--- src/rtl/nibble_serial_alu_ctrl_pkg.sv ---
// Shared op codes, state codes and flag helpers for the nibble-serial ALU sequencer.
package nibble_serial_alu_ctrl_pkg;

    localparam logic [1:0] OP_ADD   = 2'b00;
    localparam logic [1:0] OP_ADDNB = 2'b01;
    localparam logic [1:0] OP_PASS  = 2'b10;
    localparam logic [1:0] OP_DEC   = 2'b11;

    localparam logic [1:0] ST_IDLE = 2'b00;
    localparam logic [1:0] ST_EXEC = 2'b01;
    localparam logic [1:0] ST_RESP = 2'b10;

    // Sign bit of the second adder operand Y as the ALU select shapes it.
    function automatic logic y_msb(input logic [1:0] op, input logic b_msb);
        case (op)
            OP_ADD:   y_msb = b_msb;
            OP_ADDNB: y_msb = ~b_msb;
            OP_PASS:  y_msb = 1'b0;
            default:  y_msb = 1'b1;
        endcase
    endfunction

endpackage

--- src/rtl/nibble_serial_alu_ctrl_settle_timer.sv ---
// Settle counter: counts held clocks per nibble and flags the capture clock.
module nibble_serial_alu_ctrl_settle_timer #(
    parameter int SETTLE_CYCLES = 2
) (
    input  logic clk,
    input  logic rst_n,
    input  logic clear,
    input  logic enable,
    output logic done
);

    localparam int CW = (SETTLE_CYCLES < 1) ? 1 : $clog2(SETTLE_CYCLES + 1);

    logic [CW-1:0] cnt;

    assign done = (cnt == CW'(SETTLE_CYCLES));

    always_ff @(posedge clk or negedge rst_n) begin
        if (!rst_n) begin
            cnt <= '0;
        end else if (clear) begin
            cnt <= '0;
        end else if (enable) begin
            cnt <= done ? '0 : cnt + 1'b1;
        end
    end

endmodule

--- src/rtl/nibble_serial_alu_ctrl.sv ---
// Runs wide add/sub/pass/decrement on an external 4-bit ALU one nibble at a time,
// chaining the carry and holding each nibble for a settle window before capture.
module nibble_serial_alu_ctrl
    import nibble_serial_alu_ctrl_pkg::*;
#(
    parameter int NIBBLES       = 4,
    parameter int SETTLE_CYCLES = 2
) (
    input  logic                 clk,
    input  logic                 rst_n,
    input  logic                 req_valid,
    output logic                 req_ready,
    input  logic [1:0]           req_op,
    input  logic                 req_cin,
    input  logic [4*NIBBLES-1:0] req_a,
    input  logic [4*NIBBLES-1:0] req_b,
    output logic                 rsp_valid,
    input  logic                 rsp_ready,
    output logic [4*NIBBLES-1:0] rsp_d,
    output logic                 rsp_cout,
    output logic                 rsp_zero,
    output logic                 rsp_ovf,
    output logic [15:0]          ops_done,
    output logic [3:0]           alu_a,
    output logic [3:0]           alu_b,
    output logic [1:0]           alu_s,
    output logic                 alu_cin,
    input  logic [3:0]           alu_d,
    input  logic                 alu_cout
);

    localparam int IW = (NIBBLES < 2) ? 1 : $clog2(NIBBLES);

    logic [1:0]              state;
    logic [NIBBLES-1:0][3:0] a_reg;
    logic [NIBBLES-1:0][3:0] b_reg;
    logic [NIBBLES-1:0][3:0] res_work;
    logic [NIBBLES-1:0][3:0] res_next;
    logic [1:0]              op_reg;
    logic                    carry_reg;
    logic [IW-1:0]           idx;
    logic                    accept;
    logic                    exec_active;
    logic                    settle_done;
    logic                    capture;
    logic                    last_nibble;
    logic                    ovf_next;

    assign accept      = (state == ST_IDLE) && req_ready && req_valid;
    assign exec_active = (state == ST_EXEC);
    assign capture     = exec_active && settle_done;
    assign last_nibble = (idx == IW'(NIBBLES - 1));

    nibble_serial_alu_ctrl_settle_timer #(
        .SETTLE_CYCLES(SETTLE_CYCLES)
    ) u_settle_timer (
        .clk   (clk),
        .rst_n (rst_n),
        .clear (accept),
        .enable(exec_active),
        .done  (settle_done)
    );

    // ALU drive is a mux of registered state only, so nothing from req_* or alu_d loops back.
    always_comb begin
        alu_a   = '0;
        alu_b   = '0;
        alu_s   = '0;
        alu_cin = 1'b0;
        if (exec_active) begin
            alu_a   = a_reg[idx];
            alu_b   = b_reg[idx];
            alu_s   = op_reg;
            alu_cin = carry_reg;
        end
    end

    always_comb begin
        res_next      = res_work;
        res_next[idx] = alu_d;
    end

    assign ovf_next = (a_reg[NIBBLES-1][3] == y_msb(op_reg, b_reg[NIBBLES-1][3])) &&
                      (res_next[NIBBLES-1][3] != a_reg[NIBBLES-1][3]);

    always_ff @(posedge clk or negedge rst_n) begin
        if (!rst_n) begin
            state     <= ST_IDLE;
            req_ready <= 1'b0;
            a_reg     <= '0;
            b_reg     <= '0;
            res_work  <= '0;
            op_reg    <= '0;
            carry_reg <= 1'b0;
            idx       <= '0;
            rsp_valid <= 1'b0;
            rsp_d     <= '0;
            rsp_cout  <= 1'b0;
            rsp_zero  <= 1'b0;
            rsp_ovf   <= 1'b0;
            ops_done  <= '0;
        end else begin
            case (state)
                ST_IDLE: begin
                    if (accept) begin
                        a_reg     <= req_a;
                        b_reg     <= req_b;
                        op_reg    <= req_op;
                        carry_reg <= req_cin;
                        idx       <= '0;
                        req_ready <= 1'b0;
                        state     <= ST_EXEC;
                    end else begin
                        req_ready <= 1'b1;
                    end
                end
                ST_EXEC: begin
                    if (capture) begin
                        res_work[idx] <= alu_d;
                        carry_reg     <= alu_cout;
                        if (last_nibble) begin
                            rsp_d     <= res_next;
                            rsp_cout  <= alu_cout;
                            rsp_zero  <= (res_next == '0);
                            rsp_ovf   <= ovf_next;
                            rsp_valid <= 1'b1;
                            state     <= ST_RESP;
                        end else begin
                            idx <= idx + 1'b1;
                        end
                    end
                end
                ST_RESP: begin
                    if (rsp_ready) begin
                        ops_done  <= ops_done + 16'd1;
                        rsp_valid <= 1'b0;
                        req_ready <= 1'b1;
                        state     <= ST_IDLE;
                    end
                end
                default: begin
                    state <= ST_IDLE;
                end
            endcase
        end
    end

endmodule

--- config.mk ---
export PLATFORM = sky130hd
export DESIGN_NAME = nibble_serial_alu_ctrl
export DESIGN_NICKNAME = d
export VERILOG_FILES = /design/src/rtl/nibble_serial_alu_ctrl_pkg.sv /design/src/rtl/nibble_serial_alu_ctrl_settle_timer.sv /design/src/rtl/nibble_serial_alu_ctrl.sv
export SDC_FILE = /design/constraint.sdc
export NUM_CORES = 1
export LEC_CHECK = 0
export BUFFER_PORTS_ARGS = -buffer_cell sky130_fd_sc_hd__buf_4
export CAP_MARGIN = 20
export CORE_MARGIN = 3
export CORE_UTILIZATION = 58
export DETAILED_ROUTE_END_ITERATION = 10
export GPL_ROUTABILITY_DRIVEN = 0
export PLACE_DENSITY = 0.84
export SYNTH_ARGS = -nofsm -noshare
export SYNTH_HDL_FRONTEND = slang
export SYNTH_SLANG_ARGS = --single-unit
--- constraint.sdc ---
create_clock -name clk -period 3.4 [get_ports clk]
set_input_delay 0.68 -clock clk [delete_from_list [all_inputs] [get_ports clk]]
set_output_delay 0.68 -clock clk [all_outputs]
set_load 0.01 [all_outputs]
==> results of run 1 <==
==> cell usage after synthesis (all sizes together) (2+ instances only) <==
| cell type | number |
|---|---|
| a21oi | 8 |
| and2 | 11 |
| and3 | 3 |
| buf | 14 |
| clkbuf | 7 |
| dfrtp | 94 |
| ha | 6 |
| inv | 6 |
| mux2 | 46 |
| mux2i | 13 |
| mux4 | 8 |
| nand2 | 50 |
| nand2b | 4 |
| nand3 | 5 |
| nand4 | 4 |
| nor2 | 16 |
| nor2b | 3 |
| nor3 | 8 |
| nor4 | 2 |
| o21ai | 17 |
| o221ai | 2 |
| or2 | 2 |
| or3 | 3 |
| xnor2 | 9 |
| xor2 | 7 |
==> cell type report <==
cell class	instances	area, um2	share of cell area [%]
Clock buffer	11	141	2.68
Clock inverter	5	82.6	1.57
Inverter	6	22.5	0.427
Multi-Input combinational cell	237	1810	34.3
Sequential cell	94	2350	44.6
Tap cell	96	120	2.28
Timing Repair Buffer	97	748	14.2
==> worst min-delay path by stage <==
stage / start / to / slack (ps) / cells past startpoint
6_report: rst_n / rsp_d[9] / 260 / 1
5_1_grt: rst_n / rsp_d[9] / 280 / 1
4_1_cts: rst_n / rsp_d[9] / 260 / 1
3_5_place_dp: rsp_d[12] / rsp_d[12] / 470 / 2
3_3_place_gp: ops_done[15] / ops_done[15] / 460 / 1
2_1_floorplan: rst_n / a_reg[0] / 380 / 0
==> kinds of logic (layout without fill, tap and decap cells) <==
group / Yosys count / in the layout
AOI/OAI and AO/OA: 33 / 33
xor gates and xnor gates: 16 / 16
adders and majority gates: 6 / 6
buffers and inverters: 27 / 119
DFF: 94 / 94
muxes: 67 / 67
and+or+nand+nor: 115 / 115
==> power groups by stage <==
stage	Clock [uW]	Sequential [uW]	Combinational (uW)
after floorplan	0	1760	947
after global placement	0	1800	1380
after detailed placement	0	1830	1420
after CTS	835	1810	1440
after global routing	882	1870	1560
final	812	1810	1420
==> through the flow <==
stage	hold WS [ps]	power, uW
after floorplan	384	2710
after global placement	457	3180
after detailed placement	470	3250
after CTS	258	4080
after global routing	275	4310
final	262	4030
==> per-layer routing <==
layer / part of all wire (%) / global-route usage, %
met1: 42 / 28.2
met4: 1.2 / 8.29
met2: 49 / 34.3
met5: 0 / 0
met3: 7.3 / 6.48
==> metrics.log, run 1 <==
[metrics] outcome: complete, no violations
[metrics] largest buffer count on any clock path: 2
[metrics] starting density of the core: 61.3%
[metrics] count of antenna diodes in the layout: 0
[metrics] Die Footprint: ~8400 um2
[metrics] share of flip-flops with an asynchronous set or reset after synthesis: 100%
[metrics] xor and xnor area share after synthesis: 3.27%
[metrics] later-pin clock latency in the skew report: 360 ps
[metrics] number of cells produced by synthesis: 358
[metrics] netlist area before placement: 4280 um2
[metrics] Main synth FF type: sky130_fd_sc_hd__dfrtp_1
[metrics] top-level port count: 92
[metrics] total routing resource utilization after global routing: 21.6%
[metrics] number of hold violations in the final report: 0
[metrics] total setup buffers inserted after CTS: 0
[metrics] number of global-route vias before repair: approximately 3000
[metrics] antenna violations before repair: 0
[metrics] ordered list of cells on the worst path: mux4_2 -> and2_1 -> buf_4
[metrics] non-filler instance count after layout: 546
[metrics] maximum number of pins on one net before global-route repair: 41
[metrics] cell area after layout: 5280 um2
[metrics] Vias: 2978
[metrics] hold-fix buffers at CTS: 0
[metrics] count of port buffers added during placement: a little over 90
[metrics] average wire per cell in the routed design: 15.7 um
[metrics] total instance count after detailed placement: 529
[metrics] total CTS buffers: 9
[metrics] cell at the slowest stage of the critical path: sky130_fd_sc_hd__dfrtp_1
[metrics] switching component of the power: 1230 uW
[metrics] Residual DRC: 0
[metrics] post-detail-place hpwl: 5980 um
[metrics] final net count: 495
[metrics] adder-cell share of the synthesized area: 1.75%
[metrics] beginning of the worst register-to-register path: idx[0]
[metrics] post-synth top area share: 55.0%
[metrics] y dimension of the die: 91.9 um
[metrics] Site Rows: 30
[metrics] biggest area contributors in the synthesized netlist: sky130_fd_sc_hd__dfrtp_1, sky130_fd_sc_hd__mux2_2, sky130_fd_sc_hd__nand2_1
[metrics] min-delay worst type: in -> async
[metrics] fraction of power consumed by sequential logic: 44.8%
[metrics] fraction of the cycle the final worst path needs: 81.0%
[metrics] setup repair after global routing missed its margin: false
[metrics] clock sink total: 94
[metrics] post-route setup slack: 648 ps
[metrics] library cells used by synthesis: 39
[metrics] most frequent cells in the layout: sky130_fd_sc_hd__buf_4, sky130_fd_sc_hd__dfrtp_1, sky130_fd_sc_hd__nand2_1
[metrics] Max Freq: 363 MHz
[metrics] count of yosys warnings during synthesis: 0
[metrics] power density over the cells: 765 nW/um2
[metrics] origin of the worst setup path: idx[0]
[metrics] post-route ant nets: 0
[metrics] TritonCTS clock tree: yes
[metrics] first-pass GRT wire length: 14400 um
[metrics] area delta synth->final: 23.3%
[metrics] data required time at the worst endpoint: between 2000 and 3000 ps
[metrics] CTS Root Cell: sky130_fd_sc_hd__clkbuf_8
[metrics] static power due to leakage: 0.00248 uW
[metrics] share of the core filled with cells: around three quarters
[metrics] number of pins with negative max-slew slack in the final report: 0
[metrics] worst stage delay on the critical path: 830 ps
[metrics] placeable core region: around 7000 um2
[metrics] CP endpoint kind: primary output
[metrics] compound-cell area share of the yosys netlist: 4.42%
[metrics] clock network power share: 20.1%
[metrics] fillcell total: 490
[metrics] Detailed Route Iter0 Violations: 90
[metrics] Post-Place Cell Area: 5020 um2
[metrics] post-synthesis mux area share: about a fifth
[metrics] portion of the post-synthesis area used by sequential elements: around 55%
[metrics] highest net fanout along the worst path: 13
[metrics] wire length reported by the detailed router: 8590 um
[metrics] worst IR drop on VDD: 0.000489 V
[metrics] Placement Setup Slack: 916 ps
[metrics] startpoint class of the critical path: flip-flop
[metrics] min cycle time layout: between 2000 and 3000 ps
[metrics] drt first pass iters: 4
[metrics] cell family with the largest share of critical-path delay: flip-flops
[metrics] final global-route overflow total: 0
[metrics] CP Depth: 3
[metrics] Resized cells post-CTS: 0
[metrics] combinational share of power: 35.1%
[metrics] final clock skew: 14.5 ps
[metrics] clock slew at the register clock pins of the worst setup and hold paths: approximately 90 ps
[metrics] commonest non-fill, non-tap cell in the layout: sky130_fd_sc_hd__buf_4
[metrics] proportion of layout cells with a drive suffix above 1: 38.0%
[metrics] post-synthesis cell type with the largest combined area: sky130_fd_sc_hd__dfrtp_1
[metrics] capturing instance or port of the critical path: alu_b[2]
[metrics] number of flip-flops and latches in the synthesized netlist: 94
[metrics] switching part of the total power: 30.6%
[metrics] number of vias per cell: 5.45
[metrics] final-layout setup total negative slack: 0 ps
[metrics] critical path class: reg -> out
[metrics] H-tree level count: 3
[metrics] FF-to-FF End: rsp_zero
[metrics] horizontal extent of the die: roughly 92 um
[metrics] internal power summed over all cells: 2800 uW
[metrics] number of buffer and inverter stages on the critical path: 1
[metrics] setup violation total in the final timing report: 0
[metrics] synthesized net count: between 400 and 500
[metrics] worst reg-to-reg path cell count: 5
[metrics] max capacitance violation total: 0
[metrics] mean instance size in the synthesized netlist: 12.0 um2
[metrics] worst setup slack for register-to-register paths: 920 ps
[metrics] worst slew pin tran: 740 ps
[metrics] arrival time reported for the critical path endpoint: approximately 2100 ps
[metrics] count of flip-flops with a built-in enable after synthesis: 0
[metrics] largest family of logic cells by synthesized area: multiplexers
[metrics] Max transition margin: between 50% and 60%
[metrics] simple-gate portion of the synthesized area: a little over an eighth
(Power assumes the default switching activity.)
==> run 2, diff against run 1 <==
CORE_UTILIZATION = 49   (was 58)
PLACE_DENSITY = 0.76   (was 0.84)
clock period = 2.5 ns   (was 3.4 ns; I/O delays follow)
==> run 2 against run 1 <==
Core utilization down 12 points. Clock power up 26%. Combinational power rose by 44%. Critical path depth up 1. Via count fell by 0.27%. Non-clock buffer count up 5. Sequential share of layout area fell by 0.21 points. Worst setup slack lost 520 ps. Highest routed layer unchanged.
==> metrics.log, run 2 (synthesis gave the netlist of run 1 again) <==
[metrics] CTS Root Cell: sky130_fd_sc_hd__clkbuf_8
[metrics] starting density of the core: between 50 and 60%
[metrics] worst IR drop on VDD: 0.000579 V
[metrics] critical path class: reg -> out
[metrics] global-route track usage on met2: 31.1%
[metrics] outcome: complete, no violations
[metrics] min cycle time layout: 2370 ps
[metrics] area delta synth->final: 23.9%
[metrics] wire length reported by the detailed router: 9160 um
[metrics] TritonCTS clock tree: yes
[metrics] total instance count after detailed placement: 544
[metrics] Vias: around 3000
[metrics] Die Footprint: 9890 um2
[metrics] highest net fanout along the worst path: 7
[metrics] setup repair after global routing missed its margin: false
[metrics] global routing's busiest layer: met2
[metrics] Max transition margin: 55.9%
[metrics] average wire per cell in the routed design: 16.4 um
[metrics] antenna violations before repair: 0
[metrics] Max Freq: 421 MHz
[metrics] worst slew pin tran: about 660 ps
[metrics] total routing resource utilization after global routing: roughly a fifth
[metrics] horizontal extent of the die: 99.5 um
[metrics] power density over the cells: just over 1000 nW/um2
[metrics] placeable core region: 8340 um2
[metrics] data required time at the worst endpoint: around 2000 ps
[metrics] max capacitance violation total: 0
[metrics] total setup buffers inserted after CTS: 0
[metrics] H-tree level count: 3
[metrics] number of global-route vias before repair: 3071
[metrics] count of antenna diodes in the layout: 0
[metrics] clock sink total: 94
[metrics] first-pass GRT wire length: ~15000 um
[metrics] largest buffer count on any clock path: 2
[metrics] top-level port count: 92
[metrics] final global-route overflow total: 0
[metrics] total CTS buffers: 9
[metrics] count of port buffers added during placement: 91
[metrics] number of vias per cell: 5.31
[metrics] final clock skew: 14.7 ps
[metrics] y dimension of the die: 99.5 um
[metrics] min-delay worst type: in -> async
[metrics] Post-Place Cell Area: 5100 um2
[metrics] arrival time reported for the critical path endpoint: 1870 ps
[metrics] share of the core filled with cells: 63.6%
[metrics] non-filler instance count after layout: 559
[metrics] cell area after layout: 5300 um2
[metrics] Detailed Route Iter0 Violations: 110
[metrics] Residual DRC: 0
[metrics] Site Rows: 33
[metrics] post-route ant nets: 0
[metrics] startpoint class of the critical path: flip-flop
[metrics] proportion of layout cells with a drive suffix above 1: 39.0%
[metrics] commonest non-fill, non-tap cell in the layout: sky130_fd_sc_hd__buf_4
[metrics] maximum number of pins on one net before global-route repair: 41
[metrics] final net count: 500
[metrics] number of hold violations in the final report: 0
[metrics] post-detail-place hpwl: 6480 um
[metrics] static power due to leakage: 0.00249 uW
[metrics] number of pins with negative max-slew slack in the final report: 0
[metrics] most frequent cells in the layout: sky130_fd_sc_hd__buf_4, sky130_fd_sc_hd__dfrtp_1, sky130_fd_sc_hd__nand2_1
[metrics] later-pin clock latency in the skew report: 350 ps
[metrics] GR met1 Demand/Resource: 25.2%
[metrics] met3 track utilization from global routing: 5.61%
[metrics] drt first pass iters: 4
[metrics] fraction of the cycle the final worst path needs: 95.0%
[metrics] CP endpoint kind: primary output
[metrics] clock slew at the register clock pins of the worst setup and hold paths: 100 ps
[metrics] final-layout setup total negative slack: 0 ps
[metrics] setup violation total in the final timing report: 0
run 2: power by group:
| group | internal, uW | switching [uW] |
|---|---|---|
| clock | 486 | 530 |
| sequential | 2070 | 369 |
| combinational | 1190 | 856 |
run 2: routing by layer:
layer | wire length [um] | share of wire, %
met4 | 155 | 1.7
met1 | 4010 | 44
met5 | 0 | 0
met2 | 4360 | 48
met3 | 629 | 6.9
run 2: worst paths after layout:
kind	startpoint	end	slack [ps]	cells past startpoint
worst max register to register	idx[1]	rsp_zero	340	6
max in group asynchronous	rst_n	b_reg[10]	1690	2
min in group clk	rsp_ready	state[1]	340	2
worst min-delay path	rst_n	ops_done[10]	90	1
worst max-delay path	idx[0]	alu_b[1]	130	4
worst min register to register	ops_done[15]	ops_done[15]	470	1
run 2: repair_timing:
item                                    4_1_cts  5_1_grt
hold buffers                                  0        0
endpoints found under the setup margin        0        7
resized for setup                             0        1
endpoints found under the hold margin         0        0
run 2: stage by stage:
stage	worst slack, ps	hold WS, ps	total power (uW)
6_report	125	94.1	5500
5_1_grt	24.9	122	5850
4_1_cts	30.7	124	5550
3_5_place_dp	438	471	4520
3_3_place_gp	476	457	4410
2_1_floorplan	369	204	3680
run 2: cell type report:
type                       count  area (um2)
sequential                    94        2350
tap                          105         131
multi-input combinational    237        1810
fill                         697        3040
clock buffer                  10         138
clock inverter                 5        58.8
timing repair buffer         102         791
inverter                       6        22.5
run 2: critical path, cell delays in order, from the launching register on:
cell and delay, ps:
sky130_fd_sc_hd__dfrtp_2 460, sky130_fd_sc_hd__buf_4 240, sky130_fd_sc_hd__mux4_2 520, sky130_fd_sc_hd__and2_1 170
sky130_fd_sc_hd__buf_4 140
==> run 3, diff against run 2 <==
CORE_MARGIN = 2   (was 3)
==> run 3 against run 2 <==
Cell area is essentially flat. Combinational power shrank 4%. Total power shrank 1.0%. Die area shrank 4.0%.
==> metrics.log, run 3 (synthesis gave the netlist of run 1 again) <==
[metrics] outcome: complete, no violations
[metrics] fraction of the cycle the final worst path needs: 95.6%
[metrics] critical path class: reg -> out
[metrics] max capacitance violation total: 0
[metrics] Die Footprint: 9500 um2
[metrics] fillcell total: 731
[metrics] count of port buffers added during placement: between 90 and 100
[metrics] number of vias per cell: 5.17
[metrics] cell type with the highest occurrence count on the critical path: sky130_fd_sc_hd__buf_4
[metrics] horizontal extent of the die: 97.5 um
[metrics] beginning of the worst register-to-register path: idx[1]
[metrics] final-layout setup total negative slack: 0 ps
[metrics] wire length reported by the detailed router: 8340 um
[metrics] drt first pass iters: 4
[metrics] post-route ant nets: 0
[metrics] worst reg-to-reg path cell count: 6
[metrics] CTS Root Cell: sky130_fd_sc_hd__clkbuf_8
[metrics] number of global-route vias before repair: between 2000 and 3000
[metrics] number of pins with negative max-slew slack in the final report: 0
[metrics] antenna violations before repair: 0
[metrics] worst slew pin tran: between 500 and 600 ps
[metrics] post-route setup slack: 109 ps
[metrics] highest net fanout along the worst path: 8
[metrics] later-pin clock latency in the skew report: ~360 ps
[metrics] top-level port count: roughly 90
[metrics] cell at the slowest stage of the critical path: sky130_fd_sc_hd__dfrtp_2
[metrics] total CTS buffers: 9
[metrics] final clock skew: 12.9 ps
[metrics] ordered list of cells on the worst path: buf_4 -> mux4_2 -> and2_1 -> buf_4
[metrics] worst IR drop on VDD: 0.000646 V
[metrics] static power due to leakage: 0.00249 uW
[metrics] starting density of the core: between 40% and 50%
[metrics] clock sink total: 94
[metrics] min cycle time layout: approximately 2400 ps
[metrics] commonest non-fill, non-tap cell in the layout: sky130_fd_sc_hd__buf_4
[metrics] Site Rows: 34
[metrics] startpoint class of the critical path: flip-flop
[metrics] share of the core filled with cells: ~60%
[metrics] clock slew at the register clock pins of the worst setup and hold paths: roughly 90 ps
[metrics] y dimension of the die: 97.5 um
[metrics] maximum number of pins on one net before global-route repair: between 40 and 50
[metrics] CP endpoint kind: primary output
[metrics] worst setup slack for register-to-register paths: 370 ps
[metrics] arrival time reported for the critical path endpoint: 1890 ps
[metrics] Vias: 2918
[metrics] total routing resource utilization after global routing: 18.4%
[metrics] total setup buffers inserted after CTS: 0
[metrics] proportion of layout cells with a drive suffix above 1: 39.0%
[metrics] final global-route overflow total: 0
[metrics] power density over the cells: 1030 nW/um2
[metrics] H-tree level count: 3
[metrics] Detailed Route Iter0 Violations: 60
[metrics] TritonCTS clock tree: yes
[metrics] first-pass GRT wire length: 14100 um
[metrics] FF-to-FF End: rsp_zero
[metrics] min-delay worst type: in -> async
[metrics] most frequent cells in the layout: sky130_fd_sc_hd__buf_4, sky130_fd_sc_hd__dfrtp_1, sky130_fd_sc_hd__nand2_1
[metrics] Residual DRC: 0
[metrics] placeable core region: 8590 um2
[metrics] number of hold violations in the final report: 0
[metrics] worst stage delay on the critical path: 510 ps
[metrics] data required time at the worst endpoint: approximately 2000 ps
[metrics] Placement Setup Slack: about 330 ps
[metrics] setup violation total in the final timing report: 0
[metrics] setup repair after global routing missed its margin: false
[metrics] number of buffer and inverter stages on the critical path: 2
[metrics] final net count: 501
[metrics] Max Freq: 418 MHz
[metrics] post-detail-place hpwl: between 6000 and 7000 um
[metrics] average wire per cell in the routed design: between 10 and 15 um
[metrics] Max transition margin: 61.0%
[metrics] area delta synth->final: 23.9%
[metrics] cell family with the largest share of critical-path delay: flip-flops
[metrics] largest buffer count on any clock path: 2
[metrics] count of antenna diodes in the layout: 0
## run 3: cell count changes in the layout (fill, tap and decap cells not counted), sizes merged
cell    previous run  this run
clkinv             1         0
buf              102       103
clkbuf            10        12
## run 3: worst max-delay path by stage
stage | cells past startpoint | to | from
finish | 4 | alu_a[3] | idx[0]
global route | 4 | alu_a[3] | idx[0]
CTS | 4 | alu_a[3] | idx[0]
detailed placement | 5 | rsp_zero | idx[0]
global placement | 4 | alu_b[3] | idx[0]
floorplan | 8 | rsp_zero | idx[1]
## run 3: per-layer routing
layer | part of all wire (%) | GRT usage (%) | routed length (um)
met1 | 45 | 24.4 | 3730
met2 | 47 | 29.1 | 3940
met3 | 6.8 | 5.40 | 565
met4 | 1.2 | 6.41 | 99
met5 | 0 | 0 | 0
## run 3: timing repair
| item | 4_1_cts | 5_1_grt |
|---|---|---|
| gates resized for setup | 1 | 0 |
| hold buffers | 0 | 0 |
| setup endpoints to repair | 4 | 0 |
| hold endpoints to repair | 0 | 0 |
## run 3: cell type report
cell class	instances	area [um2]	share of cell area, %
Inverter	6	22.5	0.425
Clock inverter	4	53.8	1.01
Sequential cell	94	2350	44.4
Tap cell	108	135	2.55
Timing Repair Buffer	103	773	14.6
Clock buffer	12	155	2.93
Multi-Input combinational cell	237	1810	34.1
## run 3: through the flow
step           std cells  power [uW]  hold WS (ps)  area [um2]
6_report             564        5440           126        5300
5_1_grt              564        5800           157        5300
2_1_floorplan        358        3680           204        4280
4_1_cts              564        5510           132        5300
3_5_place_dp         548        4450           462        5090
3_3_place_gp         548        4370           459        5090
## run 3: where the power goes
group	switching, uW	total [uW]	internal [uW]	leakage (uW)
Sequential	359	2430	2070	0.00109
Combinational	796	1960	1170	0.00130
Clock	529	1050	522	0.0000992
Total	1680	5440	3760	0.00249
